**src/rtl/riscv_ctrl_pkg.sv**
```systemverilog
// Shared encodings for the multi-cycle RV32I control FSM: states, opcodes,
// datapath select codes, trap causes and the bundled control word.
package riscv_ctrl_pkg;

  typedef enum logic [3:0] {
    ST_FETCH     = 4'd0,
    ST_DECODE    = 4'd1,
    ST_EXEC_R    = 4'd2,
    ST_EXEC_I    = 4'd3,
    ST_LUI       = 4'd4,
    ST_MEM_ADDR  = 4'd5,
    ST_MEM_READ  = 4'd6,
    ST_MEM_WRITE = 4'd7,
    ST_LOAD_WB   = 4'd8,
    ST_ALU_WB    = 4'd9,
    ST_BRANCH    = 4'd10,
    ST_JAL       = 4'd11,
    ST_JALR      = 4'd12,
    ST_TRAP      = 4'd13
  } state_e;

  localparam logic [6:0] OP_R      = 7'b0110011;
  localparam logic [6:0] OP_I      = 7'b0010011;
  localparam logic [6:0] OP_LUI    = 7'b0110111;
  localparam logic [6:0] OP_LOAD   = 7'b0000011;
  localparam logic [6:0] OP_STORE  = 7'b0100011;
  localparam logic [6:0] OP_BRANCH = 7'b1100011;
  localparam logic [6:0] OP_JAL    = 7'b1101111;
  localparam logic [6:0] OP_JALR   = 7'b1100111;

  localparam logic [2:0] ALU_ADD    = 3'd0;
  localparam logic [2:0] ALU_BRANCH = 3'd1;
  localparam logic [2:0] ALU_RTYPE  = 3'd2;
  localparam logic [2:0] ALU_ITYPE  = 3'd3;

  localparam logic [1:0] SRC_A_PC     = 2'd0;
  localparam logic [1:0] SRC_A_RS1    = 2'd1;
  localparam logic [1:0] SRC_A_OLD_PC = 2'd2;
  localparam logic [1:0] SRC_A_ZERO   = 2'd3;

  localparam logic [1:0] SRC_B_RS2  = 2'd0;
  localparam logic [1:0] SRC_B_FOUR = 2'd1;
  localparam logic [1:0] SRC_B_IMM  = 2'd2;

  localparam logic [1:0] WB_ALUOUT = 2'd0;
  localparam logic [1:0] WB_MDR    = 2'd1;
  localparam logic [1:0] WB_PC     = 2'd2;

  localparam logic [1:0] PCSRC_ALU    = 2'd0;
  localparam logic [1:0] PCSRC_ALUOUT = 2'd1;
  localparam logic [1:0] PCSRC_JALR   = 2'd2;

  localparam logic TRAP_ILLEGAL = 1'b0;
  localparam logic TRAP_TIMEOUT = 1'b1;

  typedef struct packed {
    logic       pc_write;
    logic       pc_write_cond;
    logic       ir_write;
    logic       mem_read;
    logic       mem_write;
    logic       i_or_d;
    logic       reg_write;
    logic [1:0] mem_to_reg;
    logic [1:0] alu_src_a;
    logic [1:0] alu_src_b;
    logic [2:0] alu_op;
    logic [1:0] pc_source;
    logic       instr_retired;
    logic       trap;
    logic       trap_cause;
  } ctrl_t;

  function automatic state_e decode_dispatch(input logic [6:0] op);
    case (op)
      OP_R:               return ST_EXEC_R;
      OP_I:               return ST_EXEC_I;
      OP_LUI:             return ST_LUI;
      OP_LOAD, OP_STORE:  return ST_MEM_ADDR;
      OP_BRANCH:          return ST_BRANCH;
      OP_JAL:             return ST_JAL;
      OP_JALR:            return ST_JALR;
      default:            return ST_TRAP;
    endcase
  endfunction

endpackage

```
**src/rtl/mem_wait_timer.sv**
```systemverilog
// Counts consecutive memory wait cycles; o_expired flags that the wait
// limit has been reached. A limit of 0 never expires.
module mem_wait_timer #(
  parameter int unsigned MEM_TIMEOUT = 16
) (
  input  logic clk,
  input  logic reset,
  input  logic i_clear,
  input  logic i_count,
  output logic o_expired
);

  localparam int unsigned CW = (MEM_TIMEOUT > 0) ? $clog2(MEM_TIMEOUT + 1) : 1;
  localparam logic [CW-1:0] LIMIT = CW'(MEM_TIMEOUT);

  logic [CW-1:0] r_count;

  // NOTE: flops use non-blocking assignments so every register samples pre-edge values.
  always_ff @(posedge clk) begin
    if (reset || i_clear) begin
      r_count <= '0;
    end else if (i_count && !o_expired) begin
      r_count <= r_count + CW'(1);
    end
  end

  assign o_expired = (MEM_TIMEOUT != 0) && (r_count == LIMIT);

endmodule

```
**src/rtl/multicycle_control_fsm.sv**
```systemverilog
// Multi-cycle RV32I control FSM: sequences fetch/decode/execute/memory/
// write-back with a memory wait handshake, wait timeout and illegal-opcode trap.
module multicycle_control_fsm
  import riscv_ctrl_pkg::*;
#(
  parameter int unsigned MEM_TIMEOUT = 16
) (
  input  logic       clk,
  input  logic       reset,
  input  logic [6:0] opcode_i,
  input  logic       mem_ready_i,
  input  logic       enable_i,
  output logic       pc_write_o,
  output logic       pc_write_cond_o,
  output logic       ir_write_o,
  output logic       mem_read_o,
  output logic       mem_write_o,
  output logic       i_or_d_o,
  output logic       reg_write_o,
  output logic [1:0] mem_to_reg_o,
  output logic [1:0] alu_src_a_o,
  output logic [1:0] alu_src_b_o,
  output logic [2:0] alu_op_o,
  output logic [1:0] pc_source_o,
  output logic       instr_retired_o,
  output logic       trap_o,
  output logic       trap_cause_o,
  output logic [3:0] state_o
);

  state_e r_state;
  state_e w_next_state;
  logic   r_fetch_busy;
  logic   r_trap_cause;
  logic   w_fetch_go;
  logic   w_wait;
  logic   w_clear;
  logic   w_expired;
  ctrl_t  w_ctrl;

  // Once a fetch has been issued it runs to completion even if enable_i drops.
  assign w_fetch_go = enable_i || r_fetch_busy;
  assign w_wait     = !mem_ready_i &&
                      (((r_state == ST_FETCH) && w_fetch_go) ||
                       (r_state == ST_MEM_READ) || (r_state == ST_MEM_WRITE));
  assign w_clear    = (w_next_state != r_state);

  mem_wait_timer #(.MEM_TIMEOUT(MEM_TIMEOUT)) u_wait_timer (
    .clk       (clk),
    .reset     (reset),
    .i_clear   (w_clear),
    .i_count   (w_wait),
    .o_expired (w_expired)
  );

  always_ff @(posedge clk) begin
    if (reset) r_state <= ST_FETCH;
    else       r_state <= w_next_state;
  end

  always_ff @(posedge clk) begin
    if (reset) begin
      r_fetch_busy <= 1'b0;
      r_trap_cause <= TRAP_ILLEGAL;
    end else begin
      r_fetch_busy <= (r_state == ST_FETCH) && w_fetch_go && !mem_ready_i && !w_expired;
      if ((w_next_state == ST_TRAP) && (r_state != ST_TRAP))
        r_trap_cause <= (r_state == ST_DECODE) ? TRAP_ILLEGAL : TRAP_TIMEOUT;
    end
  end

  // NOTE: default assignment first so every path of the comb block drives the signal (no latch).
  always_comb begin
    w_next_state = r_state;
    case (r_state)
      ST_FETCH:     if (w_expired) w_next_state = ST_TRAP;
                    else if (w_fetch_go && mem_ready_i) w_next_state = ST_DECODE;
      ST_DECODE:    w_next_state = decode_dispatch(opcode_i);
      ST_EXEC_R,
      ST_EXEC_I,
      ST_LUI:       w_next_state = ST_ALU_WB;
      ST_MEM_ADDR:  w_next_state = (opcode_i == OP_LOAD) ? ST_MEM_READ : ST_MEM_WRITE;
      ST_MEM_READ:  if (w_expired) w_next_state = ST_TRAP;
                    else if (mem_ready_i) w_next_state = ST_LOAD_WB;
      ST_MEM_WRITE: if (w_expired) w_next_state = ST_TRAP;
                    else if (mem_ready_i) w_next_state = ST_FETCH;
      ST_TRAP:      w_next_state = ST_TRAP;
      default:      w_next_state = ST_FETCH;
    endcase
  end

  always_comb begin
    w_ctrl = '0;
    if (!reset) begin
      case (r_state)
        ST_FETCH: begin
          w_ctrl.alu_src_a = SRC_A_PC;
          w_ctrl.alu_src_b = SRC_B_FOUR;
          w_ctrl.alu_op    = ALU_ADD;
          w_ctrl.pc_source = PCSRC_ALU;
          w_ctrl.mem_read  = w_fetch_go;
          w_ctrl.ir_write  = w_fetch_go && mem_ready_i && !w_expired;
          w_ctrl.pc_write  = w_fetch_go && mem_ready_i && !w_expired;
        end
        ST_DECODE: begin
          w_ctrl.alu_src_a = SRC_A_OLD_PC;
          w_ctrl.alu_src_b = SRC_B_IMM;
        end
        ST_EXEC_R: begin
          w_ctrl.alu_src_a = SRC_A_RS1;
          w_ctrl.alu_src_b = SRC_B_RS2;
          w_ctrl.alu_op    = ALU_RTYPE;
        end
        ST_EXEC_I: begin
          w_ctrl.alu_src_a = SRC_A_RS1;
          w_ctrl.alu_src_b = SRC_B_IMM;
          w_ctrl.alu_op    = ALU_ITYPE;
        end
        ST_LUI: begin
          w_ctrl.alu_src_a = SRC_A_ZERO;
          w_ctrl.alu_src_b = SRC_B_IMM;
        end
        ST_ALU_WB: begin
          w_ctrl.reg_write     = 1'b1;
          w_ctrl.mem_to_reg    = WB_ALUOUT;
          w_ctrl.instr_retired = 1'b1;
        end
        ST_MEM_ADDR: begin
          w_ctrl.alu_src_a = SRC_A_RS1;
          w_ctrl.alu_src_b = SRC_B_IMM;
        end
        ST_MEM_READ: begin
          w_ctrl.mem_read = 1'b1;
          w_ctrl.i_or_d   = 1'b1;
        end
        ST_LOAD_WB: begin
          w_ctrl.reg_write     = 1'b1;
          w_ctrl.mem_to_reg    = WB_MDR;
          w_ctrl.instr_retired = 1'b1;
        end
        ST_MEM_WRITE: begin
          // The strobe is withheld on the timeout cycle so no store lands.
          w_ctrl.mem_write     = !w_expired;
          w_ctrl.i_or_d        = 1'b1;
          w_ctrl.instr_retired = mem_ready_i && !w_expired;
        end
        ST_BRANCH: begin
          w_ctrl.alu_src_a     = SRC_A_RS1;
          w_ctrl.alu_src_b     = SRC_B_RS2;
          w_ctrl.alu_op        = ALU_BRANCH;
          w_ctrl.pc_write_cond = 1'b1;
          w_ctrl.pc_source     = PCSRC_ALUOUT;
          w_ctrl.instr_retired = 1'b1;
        end
        ST_JAL: begin
          w_ctrl.reg_write     = 1'b1;
          w_ctrl.mem_to_reg    = WB_PC;
          w_ctrl.pc_write      = 1'b1;
          w_ctrl.pc_source     = PCSRC_ALUOUT;
          w_ctrl.instr_retired = 1'b1;
        end
        ST_JALR: begin
          w_ctrl.alu_src_a     = SRC_A_RS1;
          w_ctrl.alu_src_b     = SRC_B_IMM;
          w_ctrl.pc_write      = 1'b1;
          w_ctrl.pc_source     = PCSRC_JALR;
          w_ctrl.reg_write     = 1'b1;
          w_ctrl.mem_to_reg    = WB_PC;
          w_ctrl.instr_retired = 1'b1;
        end
        ST_TRAP: begin
          w_ctrl.trap       = 1'b1;
          w_ctrl.trap_cause = r_trap_cause;
        end
        default: w_ctrl = '0;
      endcase
    end
  end

  assign pc_write_o      = w_ctrl.pc_write;
  assign pc_write_cond_o = w_ctrl.pc_write_cond;
  assign ir_write_o      = w_ctrl.ir_write;
  assign mem_read_o      = w_ctrl.mem_read;
  assign mem_write_o     = w_ctrl.mem_write;
  assign i_or_d_o        = w_ctrl.i_or_d;
  assign reg_write_o     = w_ctrl.reg_write;
  assign mem_to_reg_o    = w_ctrl.mem_to_reg;
  assign alu_src_a_o     = w_ctrl.alu_src_a;
  assign alu_src_b_o     = w_ctrl.alu_src_b;
  assign alu_op_o        = w_ctrl.alu_op;
  assign pc_source_o     = w_ctrl.pc_source;
  assign instr_retired_o = w_ctrl.instr_retired;
  assign trap_o          = w_ctrl.trap;
  assign trap_cause_o    = w_ctrl.trap_cause;
  assign state_o         = reset ? 4'd0 : r_state;

endmodule

```
**config.mk**
```make
export PLATFORM = sky130hd
export DESIGN_NAME = multicycle_control_fsm
export DESIGN_NICKNAME = d
export VERILOG_FILES = /design/src/rtl/riscv_ctrl_pkg.sv /design/src/rtl/mem_wait_timer.sv /design/src/rtl/multicycle_control_fsm.sv
export SDC_FILE = /design/constraint.sdc
export NUM_CORES = 1
export LEC_CHECK = 0
export CAP_MARGIN = 20
export CORE_UTILIZATION = 50
export DETAILED_ROUTE_END_ITERATION = 12
export PLACE_DENSITY_LB_ADDON = 0.25
export REMOVE_ABC_BUFFERS = 1
export SKIP_CTS_REPAIR_TIMING = 1
export SLEW_MARGIN = 10
export SYNTH_ARGS = -nofsm -noshare
export SYNTH_HDL_FRONTEND = slang
export SYNTH_SLANG_ARGS = --single-unit
```
**constraint.sdc**
```tcl
create_clock -name clk -period 5.8 [get_ports clk]
set_input_delay 0.87 -clock clk [delete_from_list [all_inputs] [get_ports clk]]
set_output_delay 0.87 -clock clk [all_outputs]
set_load 0.01 [all_outputs]
```
# After elaboration in Yosys (flattened, before gate mapping)
# Index checks and enable logic that the tools add are counted.
# op_classes
mux,24
n_addsub,1
div,0
eq_ne,25
bitwise,0
reduce_logical,24
mul,0
shift,0
magnitude_cmp,0
# ops
cell,n
4-bit case mux with 7 select lines,2
4-bit == test (second input constant),7
4-bit two-way mux,7
7-bit by 6-bit == test with 1-bit output (second input constant),3
7-bit == test (second input constant),3
21-bit two-way mux,1
4-bit case mux with 5 select lines,1
4-bit by 3-bit == test with 1-bit output (second input constant),4
2-bit OR reduction,5
1-bit logical AND,9
3-bit case mux with 3 select lines,1
4-bit by 2-bit == test with 1-bit output (second input constant),2
7-bit by 2-bit == test with 1-bit output (second input constant),1
7-bit by 5-bit == test with 1-bit output (second input constant),1
1-bit two-way mux,6
1-bit case mux with 2 select lines,3
2-bit case mux with 3 select lines,1
3-bit OR reduction,2
5-bit by 1-bit adder with 5-bit output (second input constant),1
5-bit == test (second input constant),1
5-bit OR reduction,1
4-bit by 1-bit == test with 1-bit output (second input constant),1
4-bit logical NOT,1
1-bit logical OR,4
other kinds (5),6
# totals
inputBits,11
regBits,11
mem_bits_ro,0
latchBits,0
wordCells,78
mem_bits_rw,0
out_inout_bits,25
memories,0

# Logic depth before layout (Yosys ltp)
# Gate-level depths: netlist of the first run.
# logic_depth
ltp_word,7
mapped_depth,8

# Modules after synthesis
# Synthesis of the first run repeated with hierarchy kept, for this count alone.
# unflattened
hier_cells,154
area_unflattened_um2,1167.4
# modules_own_cells
mod,area_per_inst_um2,cells_each,n_inst
multicycle_control_fsm,885.8,125,1
mem_wait_timer,281.5,29,1

# Worst setup path after synthesis of the first run
# No wires, ideal clock.
# synth_path
path_kind,input -> output
from,in reset
to,out pc_write_o
cell_stages,6
arrival_ns,2.119
path_slack_ns,2.811
cell_sequence,clkbuf_1 nand2b_1 inv_1 and3_1 a21o_1 or2_2
# synth_via
elab_chain_len,1
# synth_lines
element,line,text
start: declaration,multicycle_control_fsm.sv:9,"input logic reset,"
21-bit two-way mux,multicycle_control_fsm.sv:94,if (!reset) begin
end: declaration,multicycle_control_fsm.sv:13,"output logic pc_write_o,"
# No other way between the ends.

# Worst setup path after layout of the first run
# Same ends and word-level chain as after synthesis.

==> flow_summary.json, run 1 <==
{
  "avgSynthCellArea_um2": 7.43,
  "die_x_um": 49.7,
  "r2r_start": "r_state[0]$_SDFF_PP0_",
  "critPathArrivalTime_ns": 3.24,
  "cts.clk_slew.worst_paths_ns": 0.08,
  "p_sw_uw": 184,
  "fin_crit_ns": 4.11,
  "max_slew_margin": 0.506,
  "worstPathMaxFanout": 18,
  "fin_skew_ns": 0.00805,
  "cts.sinks": 11,
  "rsz0062_at_grt": "no",
  "cts_tree": "done",
  "syn_area_um2": 1140,
  "portBuffers": 34,
  "grt_max_degree": 21,
  "routedWlPerCell_um": 14.1,
  "crit_type": "in2out",
  "yosysTopAreaCell": "dfxtp_1",
  "first_iter_violations": 52,
  "track_usage": 0.255,
  "yosysSeqAreaShare": 0.194,
  "final_cell_mix": "clkdlybuf4s50_1 (34), nor3_1 (14), dfxtp_1 (11)",
  "finalHoldViolations": 0,
  "hold_depth": 2,
  "regToRegSetupSlack_ns": 3.39,
  "ys_warn_count": 0,
  "hold_end": "r_trap_cause$_SDFFE_PP0P_",
  "fmax_mhz": 243,
  "dp_hpwl_mm": 2.11,
  "synth_edf_count": 0,
  "grt_pass1_vias": 1060,
  "drtAntennaViolNets": 0,
  "hp-start": "r_trap_cause$_SDFFE_PP0P_",
  "cts_root_buffer": "clkbuf_4",
  "cp-end-kind": "primary output",
  "gp_congestion": 0.809,
  "rr_worst_depth": 5,
  "worst_pin_slew_ns": 0.740,
  "drive_gt1_frac": 0.0734,
  "r2r_end": "u_wait_timer.r_count[0]$_SDFFE_PP0P_",
  "fin_crit_sh": 0.709,
  "drv_cap": 0,
  "dp.cells": 200,
  "netlist_top_cells_area": "dfxtp_1 (19%), nor3_1 (6.2%), a211oi_1 (5.3%)",
  "dieHeight_um": 49.7,
  "viasPerCell": 6.13,
  "pwr-share-seq": 0.315,
  "final_common_cell": "clkdlybuf4s50_1",
  "pwr-share-clk": 0.140,
  "synth_top_area_frac": 0.194,
  "holdCritPathClass": "reg2reg",
  "drc": 0,
  "synth_ff_type": "dfxtp_1",
  "drt_wl_total_mm": 2.88,
  "layout.nets": 191,
  "final_util": 0.719,
  "clockBufferDepth": 2,
  "required_ns": 4.93,
  "tns_ns": 0,
  "pwr-share-comb": 0.546,
  "power_density_nw_per_um2": 277,
  "fillers": 180,
  "drv_slew": 0,
  "async_reset_ff_frac": 0,
  "clkLatencyLatePin_ns": 0.28,
  "multi_input_area_um2": 825,
  "num_vias": 1250,
  "core_area_um2": 2040,
  "p_total_uw": 407,
  "leakage_uw": 0.000520,
  "peakVddDrop_mv": 0.223,
  "synthDistinctLibCells": 52,
  "ys_ff_latch": 11,
  "status": "finished clean",
  "seqCellArea_um2": 220,
  "synthCells": 153,
  "antenna_cells": 0,
  "p_sw_frac": 0.453,
  "area_delta_synth_final_pct": 29.0,
  "antenna_found_initial": 0,
  "initial_core_util": 0.557,
  "setup_violations": 0,
  "worstSetupStartpointType": "input port",
  "holdWs_ns": 0.535,
  "grt_pass1_wl_mm": 4.85,
  "dieArea_um2": 2470,
  "cts_max_level": 1,
  "io-pin-count": 36,
  "fin_cells": 204,
  "dr.pass1.iters": 4,
  "grt_overflow_total": 0,
  "cts_buffers": 3,
  "rows": 16,
  "p_int_uw": 222
}
power groups by stage:
stage | clock network [uW] | logic [uW] | registers (uW)
2_1_floorplan | 0 | 145 | 118
3_3_place_gp | 0 | 214 | 127
3_5_place_dp | 0 | 219 | 128
4_1_cts | 57.9 | 221 | 126
5_1_grt | 61.4 | 245 | 131
6_report | 56.9 | 222 | 128
how the worst max path moves through the flow:
stage	from	end	cells past startpoint
after floorplan	reset	pc_write_o	5
after global placement	reset	pc_write_o	7
after detailed placement	reset	pc_write_o	7
after CTS	reset	pc_write_o	7
after global routing	reset	pc_write_o	7
final	reset	pc_write_o	7
synth_stat cells, types with 2 or more instances:
| cell type | count |
|---|---|
| a211oi_1 | 8 |
| a21o_1 | 3 |
| a21oi_1 | 8 |
| a22oi_1 | 2 |
| a31oi_1 | 3 |
| and2_1 | 2 |
| and3_1 | 3 |
| buf_1 | 3 |
| buf_2 | 4 |
| clkbuf_1 | 4 |
| dfxtp_1 | 11 |
| ha_1 | 2 |
| inv_1 | 6 |
| mux2i_1 | 2 |
| nand2_1 | 7 |
| nand2b_1 | 5 |
| nand3_1 | 4 |
| nand4bb_1 | 2 |
| nor2_1 | 8 |
| nor2b_1 | 5 |
| nor3_1 | 14 |
| nor3b_1 | 2 |
| nor4_1 | 2 |
| o21ai_0 | 6 |
| o311ai_0 | 2 |
| or2_2 | 3 |
| or3_1 | 2 |
| xnor2_1 | 6 |
stage by stage:
step	setup slack (ns)	instance area, um^2
6_report	1.69	1470
5_1_grt	1.59	1470
3_5_place_dp	1.72	1440
3_3_place_gp	1.80	1440
2_1_floorplan	3.06	1070
4_1_cts	1.71	1470
kinds of logic after synthesis:
group           count (synthesis)  synth area share
mux                             2            0.0176
xor+xnor                        7            0.0539
other cells                     1           0.00330
flops                          11             0.194
fa+ha+maj                       2            0.0220
buf+inv                        20            0.0814
simple gates                   71             0.391
compound gates                 39             0.238
sequential cells by signal, indices dropped and copies added (netlist names):
| name | flops |
|---|---|
| u_wait_timer.r_count | 5 |
| r_state | 4 |
| r_fetch_busy | 1 |
| r_trap_cause | 1 |
per-layer routing:
layer,track usage,share of wire
met3,0.0463,0.078
met2,0.423,0.47
met4,0.100,0.021
met5,0,0
met1,0.323,0.43
worst max-delay path, stage by stage:
cell and delay [ns]:
clkdlybuf4s50_1 0.87, nand2b_1 0.25, inv_1 0.10, and3_1 0.22, a21o_1 0.19, or2_2 0.26, clkdlybuf4s50_1 0.47
area by class of cell:
cell class | instances | area share
inverters | 6 | 0.0153
repair buffers | 34 | 0.232
multi-input cells | 122 | 0.562
well taps | 27 | 0.0230
clock buffers | 4 | 0.0179
flip-flops and latches | 11 | 0.150
(Power assumes the default switching activity.)
==> inputs of run 2 (changes only) <==
--- a/config.mk
+++ b/config.mk
@@ -6,7 +6,7 @@
 export NUM_CORES = 1
 export LEC_CHECK = 0
 export CAP_MARGIN = 20
-export CORE_UTILIZATION = 50
+export CORE_UTILIZATION = 42
 export DETAILED_ROUTE_END_ITERATION = 12
 export PLACE_DENSITY_LB_ADDON = 0.25
 export REMOVE_ABC_BUFFERS = 1
==> constraint.sdc (replaced) <==
create_clock -name clk -period 3.3 [get_ports clk]
set_input_delay 0.495 -clock clk [delete_from_list [all_inputs] [get_ports clk]]
set_output_delay 0.495 -clock clk [all_outputs]
set_load 0.01 [all_outputs]
==> run 2 against run 1 <==
  * Non-clock buffer count grew 3
  * Sequential power grew 70%
  * Die area grew 18%
  * Global-route usage shrank 2.8 points
  * Clock-buffer cell count is the same
  * Register-to-register slack lost 2.5 ns
  * Clock power grew 73%
  * Critical path depth shrank 2
  * Flip-flop and latch count is the same
  * Cell count grew 2.9%
  * Total power grew 77%
==> flow_summary.json, run 2 (synthesis gave the netlist of run 1 again) <==
{
  "layout.nets": 194,
  "top_register": "u_wait_timer.r_count",
  "clkLatencyLatePin_ns": 0.27,
  "fin_crit_sh": 0.910,
  "reg_top3": "u_wait_timer.r_count: 5 flops, r_state: 4 flops",
  "drt_wl_total_mm": 3.00,
  "cts_buffers": 3,
  "crit_start": "r_state[0]$_SDFF_PP0_",
  "largest_register_ff_count": 5,
  "worst_pin_slew_ns": 0.724,
  "core_area_um2": 2520,
  "fin_skew_ns": 0.000668,
  "track_usage": 0.228,
  "grt_pass1_vias": 1079,
  "status": "finished clean",
  "num_vias": 1226,
  "cts_max_level": 1,
  "dp.cells": 206,
  "grt_max_degree": 21,
  "max_slew_margin": 0.517,
  "holdCritPathClass": "reg2reg",
  "p_total_uw": 719,
  "tns_ns": 0,
  "worstPathMaxFanout": 20,
  "final_common_cell": "clkdlybuf4s50_1",
  "crit_end": "pc_write_o",
  "crit_type": "reg2out",
  "cp_slowest_stage_delay_ns": 0.54,
  "final_cell_mix": "clkdlybuf4s50_1 (34), nor3_1 (14), dfxtp_1 (11)",
  "die_x_um": 54.0,
  "io-pin-count": 36,
  "drv_slew": 0,
  "clockBufferDepth": 2,
  "antenna_cells": 0,
  "dieArea_um2": 2920,
  "first_iter_violations": 41,
  "drive_gt1_frac": 0.0889,
  "grt_overflow_total": 0,
  "critPathArrivalTime_ns": 2.51,
  "crit_slowest_cell": "dfxtp_1",
  "dp_hpwl_mm": 2.27,
  "drc": 0,
  "preCtsSetupSlack_ns": 0.435,
  "cts.clk_slew.worst_paths_ns": 0.08,
  "worst_slack_ns": 0.296,
  "dieHeight_um": 54.0,
  "viasPerCell": 5.84,
  "rsz0062_at_grt": "no",
  "cts_root_buffer": "clkbuf_4",
  "cp-end-kind": "primary output",
  "gp_congestion": 0.791,
  "finalHoldViolations": 0,
  "fin_cells": 210,
  "cts.sinks": 11,
  "required_ns": 2.80,
  "rr_worst_depth": 5,
  "power_density_nw_per_um2": 481,
  "r2r_start": "r_state[0]$_SDFF_PP0_",
  "portBuffers": 34,
  "area_delta_synth_final_pct": 31.4,
  "setup_violations": 0,
  "cts_tree": "done",
  "regToRegSetupSlack_ns": 0.89,
  "routedWlPerCell_um": 14.3,
  "grt_pass1_wl_mm": 4.93,
  "fillers": 240,
  "r2r_end": "u_wait_timer.r_count[3]$_SDFFE_PP0P_",
  "drv_cap": 0,
  "fmax_mhz": 333,
  "drtAntennaViolNets": 0,
  "fin_crit_ns": 3.00,
  "rows": 18,
  "initial_core_util": 0.451,
  "worstSetupStartpointType": "flip-flop",
  "dr.pass1.iters": 5,
  "peakVddDrop_mv": 0.366,
  "antenna_found_initial": 0,
  "leakage_uw": 0.000535,
  "crit_chain": "nor4_4 > nand2_1 > nor3_1 > or2_2 > clkdlybuf4s50_1"
}
-- run 2: critical path: cells and delay by family (launching register included) --
family | cells | cell delay (ns)
buffers and inverters | 1 | 0.52
flip-flops | 1 | 0.54
AND/OR/NAND/NOR | 4 | 1.16
-- run 2: metrics by stage --
stage                      util  hold WS, ns  instance area [um^2]
after global routing      0.592        0.539                  1490
final                     0.592        0.515                  1490
after detailed placement  0.582        0.502                  1470
after CTS                 0.592        0.511                  1490
after global placement    0.582        0.504                  1470
after floorplan               -        0.478                  1070
-- run 2: where the power goes --
| part | total (uW) | internal (uW) | leakage [uW] | switching [uW] |
|---|---|---|---|---|
| Combinational | 403 | 199 | 0.000430 | 204 |
| Sequential | 218 | 150 | 0.0000892 | 67.8 |
| Clock | 98.3 | 46.9 | 0.0000150 | 51.5 |
-- run 2: worst min-delay path by stage --
stage | from | to | slack, ns | cells after the start
2_1_floorplan | r_trap_cause$_SDFFE_PP0P_ | r_trap_cause$_SDFFE_PP0P_ | 0.48 | 2
3_3_place_gp | r_trap_cause$_SDFFE_PP0P_ | r_trap_cause$_SDFFE_PP0P_ | 0.50 | 2
3_5_place_dp | r_trap_cause$_SDFFE_PP0P_ | r_trap_cause$_SDFFE_PP0P_ | 0.50 | 2
4_1_cts | r_trap_cause$_SDFFE_PP0P_ | r_trap_cause$_SDFFE_PP0P_ | 0.51 | 2
5_1_grt | r_trap_cause$_SDFFE_PP0P_ | r_trap_cause$_SDFFE_PP0P_ | 0.54 | 2
6_report | r_trap_cause$_SDFFE_PP0P_ | r_trap_cause$_SDFFE_PP0P_ | 0.51 | 2
-- run 2: final cells by class --
type	instances	area, um^2	area share
clock buffer	4	26.3	0.0176
inverter	6	22.5	0.0151
timing repair buffer	37	363	0.243
multi-input combinational	122	825	0.552
tap	30	37.5	0.0251
sequential	11	220	0.147
-- run 2: metal layers --
metal | track usage | vias to the layer above | share of wire
li1 | - | 619 | -
met1 | 0.296 | 563 | 0.46
met2 | 0.403 | 41 | 0.50
met3 | 0.0169 | 3 | 0.034
met4 | 0.0513 | 0 | 0.0053
met5 | 0 | - | 0
==> inputs of run 3 (changes only) <==
--- a/config.mk
+++ b/config.mk
@@ -6,9 +6,10 @@
 export NUM_CORES = 1
 export LEC_CHECK = 0
 export CAP_MARGIN = 20
+export CORE_ASPECT_RATIO = 1.1
 export CORE_UTILIZATION = 42
 export DETAILED_ROUTE_END_ITERATION = 12
-export PLACE_DENSITY_LB_ADDON = 0.25
+export PLACE_DENSITY = 0.84
 export REMOVE_ABC_BUFFERS = 1
 export SKIP_CTS_REPAIR_TIMING = 1
 export SLEW_MARGIN = 10
==> run 3 against run 2 <==
  * Core utilization fell by 0.15 points
  * Critical path depth rose by 1
  * Flip-flop and latch count did not move
  * Non-clock buffer count rose by 1
  * Highest routed layer unchanged
  * Sequential share of layout area fell by 0.086 points
  * Die area barely moved
  * Cell area rose by 0.59%
  * Clock power rose by 1%
  * Sequential power barely moved
==> flow_summary.json, run 3 (synthesis gave the netlist of run 1 again) <==
{
  "drv_slew": 0,
  "crit_chain": "nand2b_1 > inv_1 > and3_1 > a21o_1 > or2_2 > clkdlybuf4s50_1",
  "power_density_nw_per_um2": 486,
  "num_vias": 1282,
  "portBuffers": 34,
  "final_common_cell": "clkdlybuf4s50_1",
  "final_cell_mix": "clkdlybuf4s50_1 (34), nor3_1 (14), dfxtp_1 (11)",
  "dr.pass1.iters": 4,
  "area_delta_synth_final_pct": 32.1,
  "cts_root_buffer": "clkbuf_4",
  "p_total_uw": 731,
  "dp_hpwl_mm": 2.31,
  "worst_slack_ns": 0.403,
  "cts_buffers": 3,
  "track_usage": 0.230,
  "max_slew_margin": 0.509,
  "fin_crit_ns": 2.90,
  "hold_end": "r_trap_cause$_SDFFE_PP0P_",
  "setup_violations": 0,
  "rsz0062_at_grt": "no",
  "layout.nets": 195,
  "regToRegSetupSlack_ns": 0.87,
  "rr_worst_depth": 5,
  "largest_register_ff_count": 5,
  "leakage_uw": 0.000539,
  "crit_slowest_cell": "dfxtp_1",
  "worstSetupStartpointType": "flip-flop",
  "crit_family": "flip-flops",
  "drc": 0,
  "first_iter_violations": 67,
  "io-pin-count": 36,
  "cts.sinks": 11,
  "grt_overflow_total": 0,
  "crit_type": "reg2out",
  "r2r_start": "r_state[0]$_SDFF_PP0_",
  "finalHoldViolations": 0,
  "core_area_um2": 2540,
  "drtAntennaViolNets": 0,
  "cts.clk_slew.worst_paths_ns": 0.08,
  "grt_max_degree": 21,
  "initial_core_util": 0.447,
  "drt_wl_total_mm": 3.08,
  "worstPathMaxFanout": 20,
  "fin_crit_sh": 0.878,
  "fin_cells": 212,
  "clkLatencyLatePin_ns": 0.28,
  "holdWs_ns": 0.519,
  "clockBufferDepth": 2,
  "hp-start": "r_trap_cause$_SDFFE_PP0P_",
  "top_register": "u_wait_timer.r_count",
  "die_x_um": 51.6,
  "grt_pass1_vias": 1179,
  "holdCritPathClass": "reg2reg",
  "critPathArrivalTime_ns": 2.40,
  "reg_top3": "u_wait_timer.r_count: 5 flops, r_state: 4 flops",
  "cts_max_level": 1,
  "fmax_mhz": 345,
  "cts_tree": "done",
  "drive_gt1_frac": 0.0939,
  "antenna_cells": 0,
  "dieHeight_um": 56.6,
  "drv_cap": 0,
  "status": "finished clean",
  "peakVddDrop_mv": 0.276,
  "antenna_found_initial": 0,
  "grt_pass1_wl_mm": 5.26,
  "cp_slowest_stage_delay_ns": 0.80,
  "r2r_end": "u_wait_timer.r_count[0]$_SDFFE_PP0P_",
  "required_ns": 2.80,
  "dp.cells": 208,
  "gp_congestion": 0.799,
  "rows": 19,
  "hold_depth": 2,
  "fin_skew_ns": 0.00422,
  "worst_pin_slew_ns": 0.735,
  "tns_ns": 0,
  "dieArea_um2": 2920,
  "cp-end-kind": "primary output",
  "routedWlPerCell_um": 14.5,
  "preCtsSetupSlack_ns": 0.441,
  "viasPerCell": 6.05,
  "path_buf_inv": 2
}
==> run 3: cell count changes in the layout (fill, tap and decap cells not counted) <==
| cell | previous run | this run |
|---|---|---|
| buf_4 | 3 | 4 |
==> run 3: metal layers <==
metal | share of wire | GRT usage | vias up
met4 | 0.0081 | 0.0849 | 0
met1 | 0.41 | 0.288 | 593
met5 | 0 | 0 | -
met2 | 0.52 | 0.404 | 61
li1 | - | - | 624
met3 | 0.061 | 0.0108 | 4
==> run 3: where the power goes <==
part	total, uW	switching (uW)	internal, uW
registers	218	68.0	150
logic	413	213	200
clock network	99.6	52.7	46.9
==> run 3: layout make-up <==
cell class / count / area, um^2
clock buffers: 4 / 26.3
well taps: 31 / 38.8
inverters: 6 / 22.5
repair buffers: 38 / 370
multi-input cells: 122 / 825
fillers: 235 / 1040
flip-flops and latches: 11 / 220
==> run 3: worst min-delay path, cell delays in order (launching register included) <==
cell and delay [ns]:
dfxtp_1 0.32, a21oi_1 0.11, nor3_1 0.05
==> run 3: worst max-delay path by stage <==
stage                               start         end  slack, ns  cells past startpoint
floorplan           r_state[2]$_SDFF_PP0_  pc_write_o       1.21                      4
global placement                    reset  pc_write_o       0.50                      7
detailed placement                  reset  pc_write_o       0.44                      7
CTS                 r_state[0]$_SDFF_PP0_  pc_write_o       0.42                      5
global route        r_state[0]$_SDFF_PP0_  pc_write_o       0.24                      5
finish              r_state[3]$_SDFF_PP0_  pc_write_o       0.40                      6
==> run 3: metrics by stage <==
stage | util | area (um^2)
after floorplan | - | 1070
after global placement | 0.580 | 1480
after detailed placement | 0.580 | 1480
after CTS | 0.591 | 1500
after global routing | 0.591 | 1500
final | 0.591 | 1500
